**src/rtl/imm_ctrl.sv**
```systemverilog
// Decode-stage immediate controller: classifies RV32I immediate formats, packs the
// immediate bits for the extender and buffers results in a 2-entry skid pipeline.
module imm_ctrl #(
  parameter int unsigned CNT_W = 8
) (
  input  logic             clk,
  input  logic             rst_n,
  input  logic             flush,
  input  logic             in_valid,
  output logic             in_ready,
  input  logic [31:0]      in_inst,
  output logic             out_valid,
  input  logic             out_ready,
  output logic             out_ext_op,
  output logic             out_unsigned_op,
  output logic [19:0]      out_imm_field,
  output logic [1:0]       out_shl,
  output logic             out_illegal,
  output logic [CNT_W-1:0] illegal_cnt
);

  localparam logic [6:0] OPC_OPIMM  = 7'b0010011;
  localparam logic [6:0] OPC_LOAD   = 7'b0000011;
  localparam logic [6:0] OPC_JALR   = 7'b1100111;
  localparam logic [6:0] OPC_STORE  = 7'b0100011;
  localparam logic [6:0] OPC_BRANCH = 7'b1100011;
  localparam logic [6:0] OPC_LUI    = 7'b0110111;
  localparam logic [6:0] OPC_AUIPC  = 7'b0010111;
  localparam logic [6:0] OPC_JAL    = 7'b1101111;
  localparam logic [6:0] OPC_OP     = 7'b0110011;

  // Entry layout: {illegal, ext_op, unsigned_op, shl[1:0], field[19:0]}
  localparam int unsigned PW = 25;

  logic [PW-1:0]    dec;
  logic [PW-1:0]    main_q, main_d, skid_q, skid_d;
  logic             main_v_q, main_v_d, skid_v_q, skid_v_d;
  logic             in_ready_q, in_ready_d;
  logic [CNT_W-1:0] cnt_q, cnt_d;
  logic             accept, xfer;

  always_comb begin
    dec = '0;
    case (in_inst[6:0])
      OPC_OPIMM:           dec = {1'b0, 1'b0, (in_inst[13:12] == 2'b01), 2'd0, 8'h00, in_inst[31:20]};
      OPC_LOAD, OPC_JALR:  dec = {1'b0, 1'b0, 1'b0, 2'd0, 8'h00, in_inst[31:20]};
      OPC_STORE:           dec = {1'b0, 1'b0, 1'b0, 2'd0, 8'h00, in_inst[31:25], in_inst[11:7]};
      OPC_BRANCH:          dec = {1'b0, 1'b0, 1'b0, 2'd1, 8'h00, in_inst[31], in_inst[7],
                                  in_inst[30:25], in_inst[11:8]};
      OPC_LUI, OPC_AUIPC:  dec = {1'b0, 1'b1, 1'b0, 2'd2, in_inst[31:12]};
      OPC_JAL:             dec = {1'b0, 1'b1, 1'b0, 2'd1, in_inst[31], in_inst[19:12],
                                  in_inst[20], in_inst[30:21]};
      OPC_OP:              dec = '0;
      default:             dec = {1'b1, {(PW-1){1'b0}}};
    endcase
  end

  assign accept = in_valid & in_ready_q;
  assign xfer   = main_v_q & out_ready;

  always_comb begin
    main_v_d = main_v_q;
    main_d   = main_q;
    skid_v_d = skid_v_q;
    skid_d   = skid_q;
    cnt_d    = cnt_q;
    if (flush) begin
      main_v_d = 1'b0;
      skid_v_d = 1'b0;
    end else begin
      if (xfer && main_q[PW-1] && (cnt_q != '1)) cnt_d = cnt_q + CNT_W'(1);
      if (!main_v_q || xfer) begin
        // Main frees this cycle: skid (older) moves up first, a new accept backfills behind it.
        if (skid_v_q) begin
          main_v_d = 1'b1;
          main_d   = skid_q;
          skid_v_d = accept;
          if (accept) skid_d = dec;
        end else begin
          main_v_d = accept;
          if (accept) main_d = dec;
        end
      end else if (accept) begin
        skid_v_d = 1'b1;
        skid_d   = dec;
      end
    end
    in_ready_d = !skid_v_d;
  end

  always_ff @(posedge clk or negedge rst_n) begin
    if (!rst_n) begin
      main_q     <= '0;
      skid_q     <= '0;
      main_v_q   <= 1'b0;
      skid_v_q   <= 1'b0;
      in_ready_q <= 1'b0;
      cnt_q      <= '0;
    end else begin
      main_q     <= main_d;
      skid_q     <= skid_d;
      main_v_q   <= main_v_d;
      skid_v_q   <= skid_v_d;
      in_ready_q <= in_ready_d;
      cnt_q      <= cnt_d;
    end
  end

  assign in_ready        = in_ready_q;
  assign out_valid       = main_v_q;
  assign out_illegal     = main_q[24];
  assign out_ext_op      = main_q[23];
  assign out_unsigned_op = main_q[22];
  assign out_shl         = main_q[21:20];
  assign out_imm_field   = main_q[19:0];
  assign illegal_cnt     = cnt_q;

endmodule

```
**config.mk**
```make
export PLATFORM = sky130hd
export DESIGN_NAME = imm_ctrl
export DESIGN_NICKNAME = d
export VERILOG_FILES = /design/src/rtl/imm_ctrl.sv
export SDC_FILE = /design/constraint.sdc
export NUM_CORES = 1
export LEC_CHECK = 0
export ABC_CLOCK_PERIOD_IN_PS = 2850
export BUFFER_PORTS_ARGS = -buffer_cell sky130_fd_sc_hd__clkbuf_2
export CAP_MARGIN = 20
export CORE_MARGIN = 2
export CORE_UTILIZATION = 58
export DETAILED_ROUTE_END_ITERATION = 8
export PLACE_DENSITY_LB_ADDON = 0.25
export SETUP_SLACK_MARGIN = 0.15
export SYNTH_ARGS = -nofsm -noshare
export SYNTH_HDL_FRONTEND = slang
export SYNTH_SLANG_ARGS = --single-unit
```
**constraint.sdc**
```tcl
create_clock -name clk -period 2.85 [get_ports clk]
set_clock_uncertainty 0.15 [all_clocks]
set_input_delay 0.4275 -clock clk [delete_from_list [all_inputs] [get_ports clk]]
set_output_delay 0.4275 -clock clk [all_outputs]
set_load 0.005 [all_outputs]
```
Word level (Yosys, flattened, before mapping) --
Cells that the tools add are included.
Storage, ports and cells: bits of input ports 37, logic and storage cells 47, flip-flop bits (word level) 61, output and inout port bits 35
Cells by class: mux-type cells 13, equal/unequal tests 12, bitwise logic cells 3, reduce and logical (&&, ||, !) cells 12, $add $sub $neg 1
Operators with widths (count):
- 25-bit one-hot mux with 7 select lines | 1
- 25-bit two-way mux | 5
- 7-bit by 6-bit == test with 1-bit output (second input constant) | 3
- 7-bit == test (second input constant) | 3
- 7-bit by 5-bit == test with 1-bit output (second input constant) | 2
- 8-bit by 1-bit adder with 8-bit output (second input constant) | 1
- 8-bit != test (second input constant) | 1
- 7-bit by 2-bit == test with 1-bit output (second input constant) | 1
- 1-bit two-way mux | 7
- 2-bit AND reduction | 2
- 2-bit nonzero test | 2
- 2-bit OR reduction | 2
- 3-bit AND reduction | 1
- 1-bit AND | 2
- 2-bit by 1-bit == test with 1-bit output (second input constant) | 1
- 1-bit logical AND | 2
- 1-bit logical NOT | 2
- 2-bit != test (second input constant) | 1
- 1-bit logical OR | 1
- 1-bit inverter | 1

Depth between registers and ports, before layout --
Gate-level depths: netlist of the first run.
depth in word-level cells 6, mapped depth 7, gate-level depth less buffers 6

Worst setup path before layout of the first run --
No wires, ideal clock.
path type register -> register, from register cnt_q[0] (netlist: illegal_cnt[0]), to register cnt_q[5] (netlist: illegal_cnt[5]), arrival time 1.560 ns, library setup time 0.124 ns, data required time 2.576 ns, buffers on the path 0, setup slack 1.016 ns, period minus slack after synthesis 1.834 ns, stages on the path, launching flop included 7, cells stage by stage dfrtp_1 > ha_1 > nand3_1 > nor2_1 > or3_1 > or2_2 > xnor2_1
On the way: longest elaborated chain between the ends 3, elaborated cells between the ends (all ways) 4, those cells by class add/sub (1); eq/ne (1); reduce/logical (2)
RTL lines:
- from (decl) | line 39 | logic [CNT_W-1:0] cnt_q, cnt_d;
- from (signal assigned) | line 105 | cnt_q <= cnt_d;
- branches (longest 3 deep; another with 8-bit by 1-bit adder with 8-bit output)
Parallel ways; which one is timed is not known. A chain may end at the register's enable or synchronous reset.

Worst setup path in the final report of the first run --
from register main_v_q (netlist: out_valid), to register main_q[4]
On the way: longest elaborated chain between the ends 3, elaborated cells between the ends (all ways) 4, those cells by class bitwise (1); reduce/logical (3)
RTL lines:
- from (decl) | line 37 | logic main_v_q, main_v_d, skid_v_q, skid_v_d;
- from (signal assigned) | line 102 | main_v_q <= main_v_d;
- 1-bit AND or 1-bit logical NOT (tied branches) | line 59, 72
- 1-bit logical OR (*) | line 72 | if (!main_v_q || xfer) begin
- 3-bit AND reduction (no line) (*)
- to (signal assigned) | line 100 | main_q <= main_d;
- to (decl) | line 36 | logic [PW-1:0] main_q, main_d, skid_q, skid_d;
Mark *: on every way between the ends. The rest lies on a longest branch, timed or not.

==> results of run 1 <==
==> worst paths after layout <==
kind | slack, ns | to | depth (start not counted)
setup / recovery | 0.79 | main_q[4]$_DFFE_PN0P_ | 5
hold / removal | 0.08 | skid_q[13]$_DFFE_PN0P_ | 2
setup reg to reg | 0.79 | main_q[4]$_DFFE_PN0P_ | 5
hold reg to reg | 0.33 | main_q[20]$_DFFE_PN0P_ | 2
max in group asynchronous | 1.97 | main_q[2]$_DFFE_PN0P_ | 2
min in group clk | 0.19 | out_valid$_DFFE_PN0P_ | 2
==> worst reg2reg max path, cell delays in order, from the launching register on <==
cell and delay (ns):
dfrtp_1 0.38, nor2b_1 0.20, nor3_2 0.61, buf_4 0.34, o21ai_0 0.13, a2bb2oi_1 0.17
==> Yosys cell counts, drive strengths merged <==
master	n	area (um2)
xnor2	5	43.8
a211oi	3	22.5
nor2b	1	6.26
buf	10	72.6
mux2i	2	20.0
nor4bb	2	35.0
xor2	3	26.3
nor3	7	45.0
nand4	3	18.8
nor4	3	18.8
nor2	22	82.6
nand3b	1	20.0
and2	7	43.8
nand2b	3	18.8
o211a	3	30.0
nand4b	2	17.5
a32oi	1	8.76
a2bb2oi	1	8.76
o21ai	44	220
dfrtp	61	1530
o22ai	8	50.1
or2	1	6.26
nand2	48	180
a22oi	14	105
or3	3	18.8
a222oi	1	10.0
inv	5	18.8
clkbuf	11	41.3
o21a	3	22.5
a221o	2	20.0
ha	1	12.5
and3	1	6.26
maj3	1	10.0
a221oi	1	8.76
nand3	4	20.0
o211ai	1	7.51
a31oi	1	6.26
a211o	2	18.8
mux2	5	56.3
a21oi	20	104
a22o	5	43.8
==> metal layers <==
metal | GRT usage | vias up
li1 | - | 1301
met1 | 0.358 | 1291
met2 | 0.455 | 86
met3 | 0.0427 | 12
met4 | 0.120 | 0
met5 | 0 | -
==> through the flow <==
step / power (mW) / area, um2 / hold WS [ns] / cells
finish: 2.01 / 3620 / 0.0804 / 465
global route: 2.11 / 3620 / 0.170 / 465
CTS: 2.02 / 3620 / 0.127 / 465
detailed placement: 1.37 / 3450 / 0.319 / 450
global placement: 1.36 / 3450 / 0.308 / 450
floorplan: 1.20 / 3050 / -0.0181 / 322
==> flip-flops by register name, indices dropped and copies added, names as in the netlist <==
name         cells
in_ready         1
illegal_cnt      8
out_valid        1
main_q          25
skid_v_q         1
skid_q          25
==> cell families (layout without fill, tap and decap cells) <==
group / Yosys count / after routing / share of synthesized area
AO/OA/AOI/OAI: 110 / 110 / 0.225
buffers and inverters: 26 / 99 / 0.0434
multiplexers: 7 / 7 / 0.0250
AND/OR/NAND/NOR: 108 / 108 / 0.176
flip-flops: 61 / 61 / 0.500
adder cells (fa/ha/maj): 2 / 2 / 0.00738
XOR/XNOR: 8 / 8 / 0.0230
==> power by group through the flow <==
stage	clock [mW]	combinational (mW)	sequential [mW]
floorplan	0	0.160	1.04
global placement	0	0.325	1.03
detailed placement	0	0.333	1.04
CTS	0.663	0.335	1.03
global route	0.697	0.375	1.04
finish	0.653	0.332	1.03
==> cell type report <==
class	count	area (um2)
Sequential cell	61	1530
Fill cell	431	1490
Multi-Input combinational cell	235	1400
Timing Repair Buffer	79	415
Clock buffer	10	138
Tap cell	70	87.6
Clock inverter	5	27.5
Inverter	5	18.8
==> impl_metrics.py, run 1 <==
metrics = {
    "yosys": {
        "seq_area_frac_synth": 0.500,
        "yosys_register_bits": 61,
        "synthCells": 322,
        "syn_area_per_cell_um2": 9.48,
        "syn_area_um2": 3050,
        "synth_cell_type_count": 48,
        "syn-num-nets": 360,
        "yosysWarningCount": 0,
    },
    "routing": {
        "first_pass_iters": 5,
        "wl_um": 7450,
        "wl_per_cell_um": 16.0,
        "wl_met2_um": 3770,
        "met3_length_um": 415,
        "drt_iter0_drc": 213,
        "ant_nets": 0,
        "highest_layer": "met4",
        "drt-met1-wl_um": 3130,
        "viasPerCell": 5.78,
        "vias": 2690,
        "drc": 0,
    },
    "sta": {
        "rsz0062_at_grt": "no",
        "post-route-min-period_ns": 2.06,
        "report.final.slew_viol_count": 0,
        "max_freq_ghz": 0.486,
        "worst_pin_slew_ns": 0.809,
        "setup-tns-final_ns": 0,
        "finalCritPeriodShare": 0.722,
        "relSlewSlack": 0.455,
        "setup_viol_count_final": 0,
        "finalHoldViolCount": 0,
        "setup_ws_ns": 0.793,
    },
    "cts": {
        "clkSlewWorstSetupHoldPaths_ns": 0.07,
        "root_buffer": "clkbuf_8",
        "postCtsSetupBuffers": 0,
        "cts.sinks": 61,
        "clk_latency_ns": 0.34,
        "ctsResizeCount": 0,
        "numCtsBuffers": 9,
        "clockBufferDepth": 2,
        "cts_tree": "done",
        "hold_buffers": 0,
        "cts.htree.levels": 3,
    },
    "final_layout": {
        "final_cell_mix": "clkbuf_2, dfrtp_1, nand2_1",
        "drive_gt1_frac": 0.273,
        "final_nets": 429,
        "area_growth_pct": 18.4,
        "mostFrequentLayoutCell": "clkbuf_2",
        "final_util": 0.708,
        "n_antenna_cell": 0,
    },
    "power_and_ir_drop": {
        "leakage_nw": 1.67,
        "power.internal_mw": 1.43,
        "combPwrFrac": 0.165,
        "powerDensity_nw_per_um2": 556,
        "power_frac_seq": 0.510,
        "ir_drop_uv": 385,
        "power_frac_clock": 0.325,
        "swShare": 0.288,
        "p_sw_mw": 0.578,
    },
    "grt": {
        "grt_max_degree": 62,
        "antenna_found_initial": 0,
        "grt_pass1_vias": 2604,
        "gr-usage-all-layers": 0.274,
        "grt_pass1_wl_um": 12700,
        "gr-total-overflow": 0,
    },
    "worst_setup_path": {
        "cp_top_family": "simple AND/OR/NAND/NOR gates",
        "cp-start-kind": "flop",
        "path_max_fanout": 15,
        "cp_cell_sequence": "nor2b_1, nor3_2, buf_4, o21ai_0, a2bb2oi_1",
        "arrival_ns": 2.16,
        "crit_type": "flop to flop",
        "r2r_start": "out_valid$_DFFE_PN0P_",
        "crit_required_ns": 2.96,
        "crit_path_max_incr_delay_ns": 0.61,
        "critical_path_buf_inv_count": 1,
        "startpoint": "out_valid$_DFFE_PN0P_",
        "slowest_stage": "nor3_2",
        "crit_path_end_kind": "flop",
    },
    "place": {
        "io_buffers": 71,
        "place_congestion": 0.954,
        "place_ws_ns": 0.747,
        "dp_hpwl_um": 5460,
    },
    "die": {
        "dieWidth_um": 76.6,
        "die_h_um": 76.6,
        "ios": 72,
        "start_util": 0.598,
        "coreArea_um2": 5110,
        "core.rowCount": 26,
        "die-area_um2": 5860,
    },
    "job": {
        "cap_violations": 0,
    },
    "min_path": {
        "min_path_type": "primary input to async pin",
    },
    "run_status": {
        "status": "complete, no violations",
    },
}
Power figures use the tool's default switching activity.
==> inputs of run 2 (changes only) <==
Settings changed: ABC_CLOCK_PERIOD_IN_PS 2850 to 1850, CORE_UTILIZATION 58 to 48.
Clock period 2.85 ns to 1.85 ns, I/O delays scaled along.
==> run 2 against run 1 <==
Fmax is 20% higher. Wire length increased by 11%. Worst hold slack got worse by 0.0072 ns. First-iteration DRC count fell by 16%. Combinational power is 94% higher. Sequential share of layout area decreased by 3.6 points. Critical path type unchanged. Highest routed layer unchanged.
==> impl_metrics.py, run 2 (same netlist as run 1, synthesis figures left out) <==
metrics = {
    "die": {
        "die_h_um": 83.8,
        "core.rowCount": 29,
        "coreArea_um2": 6240,
        "die-area_um2": 7010,
        "start_util": 0.489,
        "ios": 72,
        "dieWidth_um": 83.8,
    },
    "sta": {
        "setup_viol_count_final": 0,
        "setup_ws_ns": 0.141,
        "whs_ns": 0.0732,
        "post-route-min-period_ns": 1.71,
        "finalHoldViolCount": 0,
        "setup-tns-final_ns": 0,
        "max_freq_ghz": 0.585,
        "report.final.slew_viol_count": 0,
        "rsz0062_at_grt": "yes",
        "worst_pin_slew_ns": 0.426,
        "relSlewSlack": 0.716,
        "finalCritPeriodShare": 0.924,
    },
    "grt": {
        "grt_pass1_wl_um": 13700,
        "grt_max_degree": 62,
        "gr-usage-all-layers": 0.247,
        "antenna_found_initial": 0,
        "grt_pass1_vias": 2708,
        "gr-total-overflow": 0,
    },
    "final_layout": {
        "fillers": 547,
        "multi_input_area_um2": 1460,
        "final_nets": 450,
        "mostFrequentLayoutCell": "clkbuf_2",
        "n_antenna_cell": 0,
        "regArea_um2": 1530,
        "drive_gt1_frac": 0.326,
        "area_growth_pct": 29.5,
        "fin_cells": 494,
        "final_cell_mix": "clkbuf_2, dfrtp_1, nand2_1",
        "stdcell_area_um2": 3950,
        "final_util": 0.634,
    },
    "place": {
        "post_dp_cell_area_um2": 3600,
        "place_inst": 471,
        "io_buffers": 71,
        "place_ws_ns": 0.0391,
        "dp_hpwl_um": 6110,
        "place_congestion": 0.932,
    },
    "routing": {
        "wl_um": 8290,
        "first_pass_iters": 4,
        "viasPerCell": 5.66,
        "ant_nets": 0,
        "vias": 2795,
        "wl_per_cell_um": 16.8,
        "drt_iter0_drc": 179,
        "drc": 0,
    },
    "worst_setup_path": {
        "cp-start-kind": "flop",
        "crit_type": "flop to flop",
        "crit_path_max_incr_delay_ns": 0.42,
        "crit_path_end_kind": "flop",
        "path_max_fanout": 3,
        "cp_cell_sequence": "ha_4, nand3_2, nor2_2, or3_4, or2_4, xnor2_1",
        "arrival_ns": 1.79,
        "slowest_stage": "dfrtp_1",
        "crit_required_ns": 1.94,
    },
    "cts": {
        "cts.sinks": 61,
        "clkSlewWorstSetupHoldPaths_ns": 0.08,
        "numCtsBuffers": 9,
        "clockBufferDepth": 2,
        "cts_tree": "done",
        "cts.htree.levels": 3,
        "root_buffer": "clkbuf_8",
        "clk_latency_ns": 0.34,
    },
    "power_and_ir_drop": {
        "finalPower_mw": 3.68,
        "powerDensity_nw_per_um2": 931,
        "ir_drop_uv": 679,
        "leakage_nw": 1.82,
    },
    "run_status": {
        "status": "complete, no violations",
    },
    "min_path": {
        "min_path_type": "primary input to flop",
    },
    "job": {
        "cap_violations": 0,
    },
}
## run 2: power by group
group / switching [mW] / internal, mW / leakage [nW]
clock: 0.556 / 0.901 / 0.120
combinational: 0.322 / 0.320 / 0.902
sequential: 0.111 / 1.47 / 0.801
total: 0.989 / 2.69 / 1.82
## run 2: cell type report
cell class / count / area share
Clock inverter: 7 / 0.0313
Multi-Input combinational cell: 235 / 0.368
Sequential cell: 61 / 0.386
Tap cell: 77 / 0.0244
Inverter: 5 / 0.00475
Clock buffer: 9 / 0.0313
Timing Repair Buffer: 100 / 0.154
## run 2: critical path: cells and delay by family, from the launching register on
kind,cells,cell delay (ns)
XOR/XNOR,1,0.12
AND/OR/NAND/NOR,4,0.74
flip-flops,1,0.42
adder cells (fa/ha/maj),1,0.17
## run 2: final timing paths
path | from | endpoint | slack [ns] | cells past startpoint
worst max-delay path | illegal_cnt[0]$_DFFE_PN0P_ | illegal_cnt[5]$_DFFE_PN0P_ | 0.14 | 6
worst min-delay path | flush | out_valid$_DFFE_PN0P_ | 0.07 | 2
worst max register to register | illegal_cnt[0]$_DFFE_PN0P_ | illegal_cnt[5]$_DFFE_PN0P_ | 0.14 | 6
worst min register to register | skid_q[17]$_DFFE_PN0P_ | skid_q[17]$_DFFE_PN0P_ | 0.33 | 2
max in group asynchronous | rst_n | skid_q[3]$_DFFE_PN0P_ | 0.93 | 3
min in group asynchronous | rst_n | main_q[12]$_DFFE_PN0P_ | 0.33 | 3
## run 2: what timing repair did
item / CTS / global route
pin swaps: 1 / 3
endpoints found under the hold margin: 61 / 0
resized for setup: 5 / 5
hold buffers: 1 / 0
setup buffers: 3 / 3
setup endpoints to repair: 15 / 28
## run 2: layer usage
layer,GRT usage,vias to the layer above,routed length [um]
met5,0,-,0
met4,0.0718,0,82
met3,0.0554,6,375
met2,0.417,79,4200
met1,0.320,1371,3630
li1,-,1339,-
==> inputs of run 3 (changes only) <==
Settings changed: PLACE_DENSITY set to 0.75, PLACE_DENSITY_LB_ADDON 0.25 to unset.
==> run 3 against run 2 <==
Clock power shrank 18%. Register-to-register slack about the same. Worst hold slack better by 0.0065 ns. Critical path depth did not move. Flip-flop and latch count did not move. Wire length up 3.6%. Final area up 1.8%. Critical endpoint unchanged. Largest cell class unchanged. Largest power group unchanged.
==> impl_metrics.py, run 3 (same netlist as run 1, synthesis figures left out) <==
metrics = {
    "sta": {
        "rsz0062_at_grt": "yes",
        "post-route-min-period_ns": 1.70,
        "setup-tns-final_ns": 0,
        "finalHoldViolCount": 0,
        "whs_ns": 0.0796,
        "finalCritPeriodShare": 0.919,
        "report.final.slew_viol_count": 0,
        "setup_viol_count_final": 0,
        "worst_pin_slew_ns": 0.500,
        "max_freq_ghz": 0.588,
        "setup_ws_ns": 0.150,
        "relSlewSlack": 0.667,
    },
    "final_layout": {
        "fillers": 534,
        "drive_gt1_frac": 0.344,
        "area_growth_pct": 31.8,
        "n_antenna_cell": 0,
        "mostFrequentLayoutCell": "clkbuf_2",
        "final_nets": 460,
        "final_cell_mix": "clkbuf_2, dfrtp_1, nand2_1",
    },
    "cts": {
        "numCtsBuffers": 9,
        "cts.htree.levels": 3,
        "clkSlewWorstSetupHoldPaths_ns": 0.08,
        "cts.sinks": 61,
        "root_buffer": "clkbuf_8",
        "cts_tree": "done",
        "clk_latency_ns": 0.34,
        "clockBufferDepth": 2,
    },
    "power_and_ir_drop": {
        "p_sw_mw": 1.00,
        "swShare": 0.290,
        "powerDensity_nw_per_um2": 856,
        "power_frac_seq": 0.456,
        "ir_drop_uv": 716,
        "leakage_nw": 1.86,
        "power_frac_clock": 0.346,
        "power.internal_mw": 2.44,
        "combPwrFrac": 0.199,
    },
    "grt": {
        "gr-total-overflow": 0,
        "grt_max_degree": 62,
        "antenna_found_initial": 0,
        "grt_pass1_vias": 2862,
        "gr-usage-all-layers": 0.252,
        "grt_pass1_wl_um": 13900,
    },
    "min_path": {
        "min_path_type": "primary input to flop",
    },
    "place": {
        "dp_hpwl_um": 6120,
        "place_congestion": 0.923,
        "io_buffers": 71,
        "place_ws_ns": -0.0500,
    },
    "worst_setup_path": {
        "crit_path_end_kind": "flop",
        "r2r_start": "illegal_cnt[1]$_DFFE_PN0P_",
        "cp-start-kind": "flop",
        "startpoint": "illegal_cnt[1]$_DFFE_PN0P_",
        "crit_required_ns": 1.93,
        "arrival_ns": 1.78,
        "path_max_fanout": 3,
        "r2r_cells": 6,
        "crit_type": "flop to flop",
        "r2r-end": "illegal_cnt[5]$_DFFE_PN0P_",
        "crit_end": "illegal_cnt[5]$_DFFE_PN0P_",
        "rrSetupSlack_ns": 0.15,
    },
    "die": {
        "ios": 72,
        "die-area_um2": 7010,
        "die_h_um": 83.8,
        "core.rowCount": 29,
        "dieWidth_um": 83.8,
        "coreArea_um2": 6240,
        "start_util": 0.489,
    },
    "routing": {
        "ant_nets": 0,
        "drt_iter0_drc": 190,
        "vias": 2843,
        "viasPerCell": 5.64,
        "drc": 0,
        "wl_per_cell_um": 17.0,
        "wl_um": 8580,
        "first_pass_iters": 5,
    },
    "run_status": {
        "status": "complete, no violations",
    },
    "job": {
        "cap_violations": 0,
    },
}
==> run 3: repair_timing <==
action | in CTS | in global routing
pin swaps | 2 | 2
resized for setup | 4 | 8
hold buffers | 1 | 0
hold endpoints to repair | 61 | 0
endpoints found under the setup margin | 23 | 37
cloned | 1 | 0
buffers inserted | 7 | 3
==> run 3: final cells by class <==
type	instances	area, um2	share of cell area
clock buffers	9	124	0.0308
multi-input cells	235	1450	0.361
well taps	77	96.3	0.0239
clock inverters	7	75.1	0.0187
repair buffers	110	732	0.182
inverters	5	18.8	0.00466
flip-flops and latches	61	1530	0.379
==> run 3: power by group through the flow <==
stage	Clock [mW]	Sequential (mW)	Combinational (mW)
global route	1.27	1.58	0.752
finish	1.19	1.57	0.684
floorplan	0	1.60	0.250
global placement	0	1.60	0.546
CTS	1.20	1.56	0.647
detailed placement	0	1.60	0.557
==> run 3: worst min-delay path by stage <==
stage	startpoint	end	slack, ns	depth (start not counted)
finish	flush	out_valid$_DFFE_PN0P_	0.08	2
global route	flush	out_valid$_DFFE_PN0P_	0.08	2
CTS	flush	out_valid$_DFFE_PN0P_	0.07	2
detailed placement	rst_n	main_q[12]$_DFFE_PN0P_	0.17	2
global placement	rst_n	main_q[12]$_DFFE_PN0P_	0.16	2
floorplan	rst_n	illegal_cnt[0]$_DFFE_PN0P_	-0.17	0
==> run 3: stage by stage <==
stage	total power [mW]	std cells	cell area, um2	util
after floorplan	1.85	322	3070	-
after global placement	2.14	476	3650	0.585
after detailed placement	2.16	476	3650	0.585
after CTS	3.42	501	3970	0.637
after global routing	3.61	504	4020	0.645
final	3.44	504	4020	0.645
==> run 3: critical path: stages, from the launching register on <==
cell and delay [ns]:
dfrtp_1 0.39, ha_2 0.19, nand3_1 0.08, nor2_1 0.05, or3_4 0.38, or2_4 0.24
xnor2_1 0.12
==> run 3: per-layer routing <==
layer | wire length, um | vias up | track usage
li1 | - | 1360 | -
met1 | 3580 | 1355 | 0.327
met2 | 4280 | 111 | 0.408
met3 | 512 | 17 | 0.0455
met4 | 210 | 0 | 0.125
met5 | 0 | - | 0
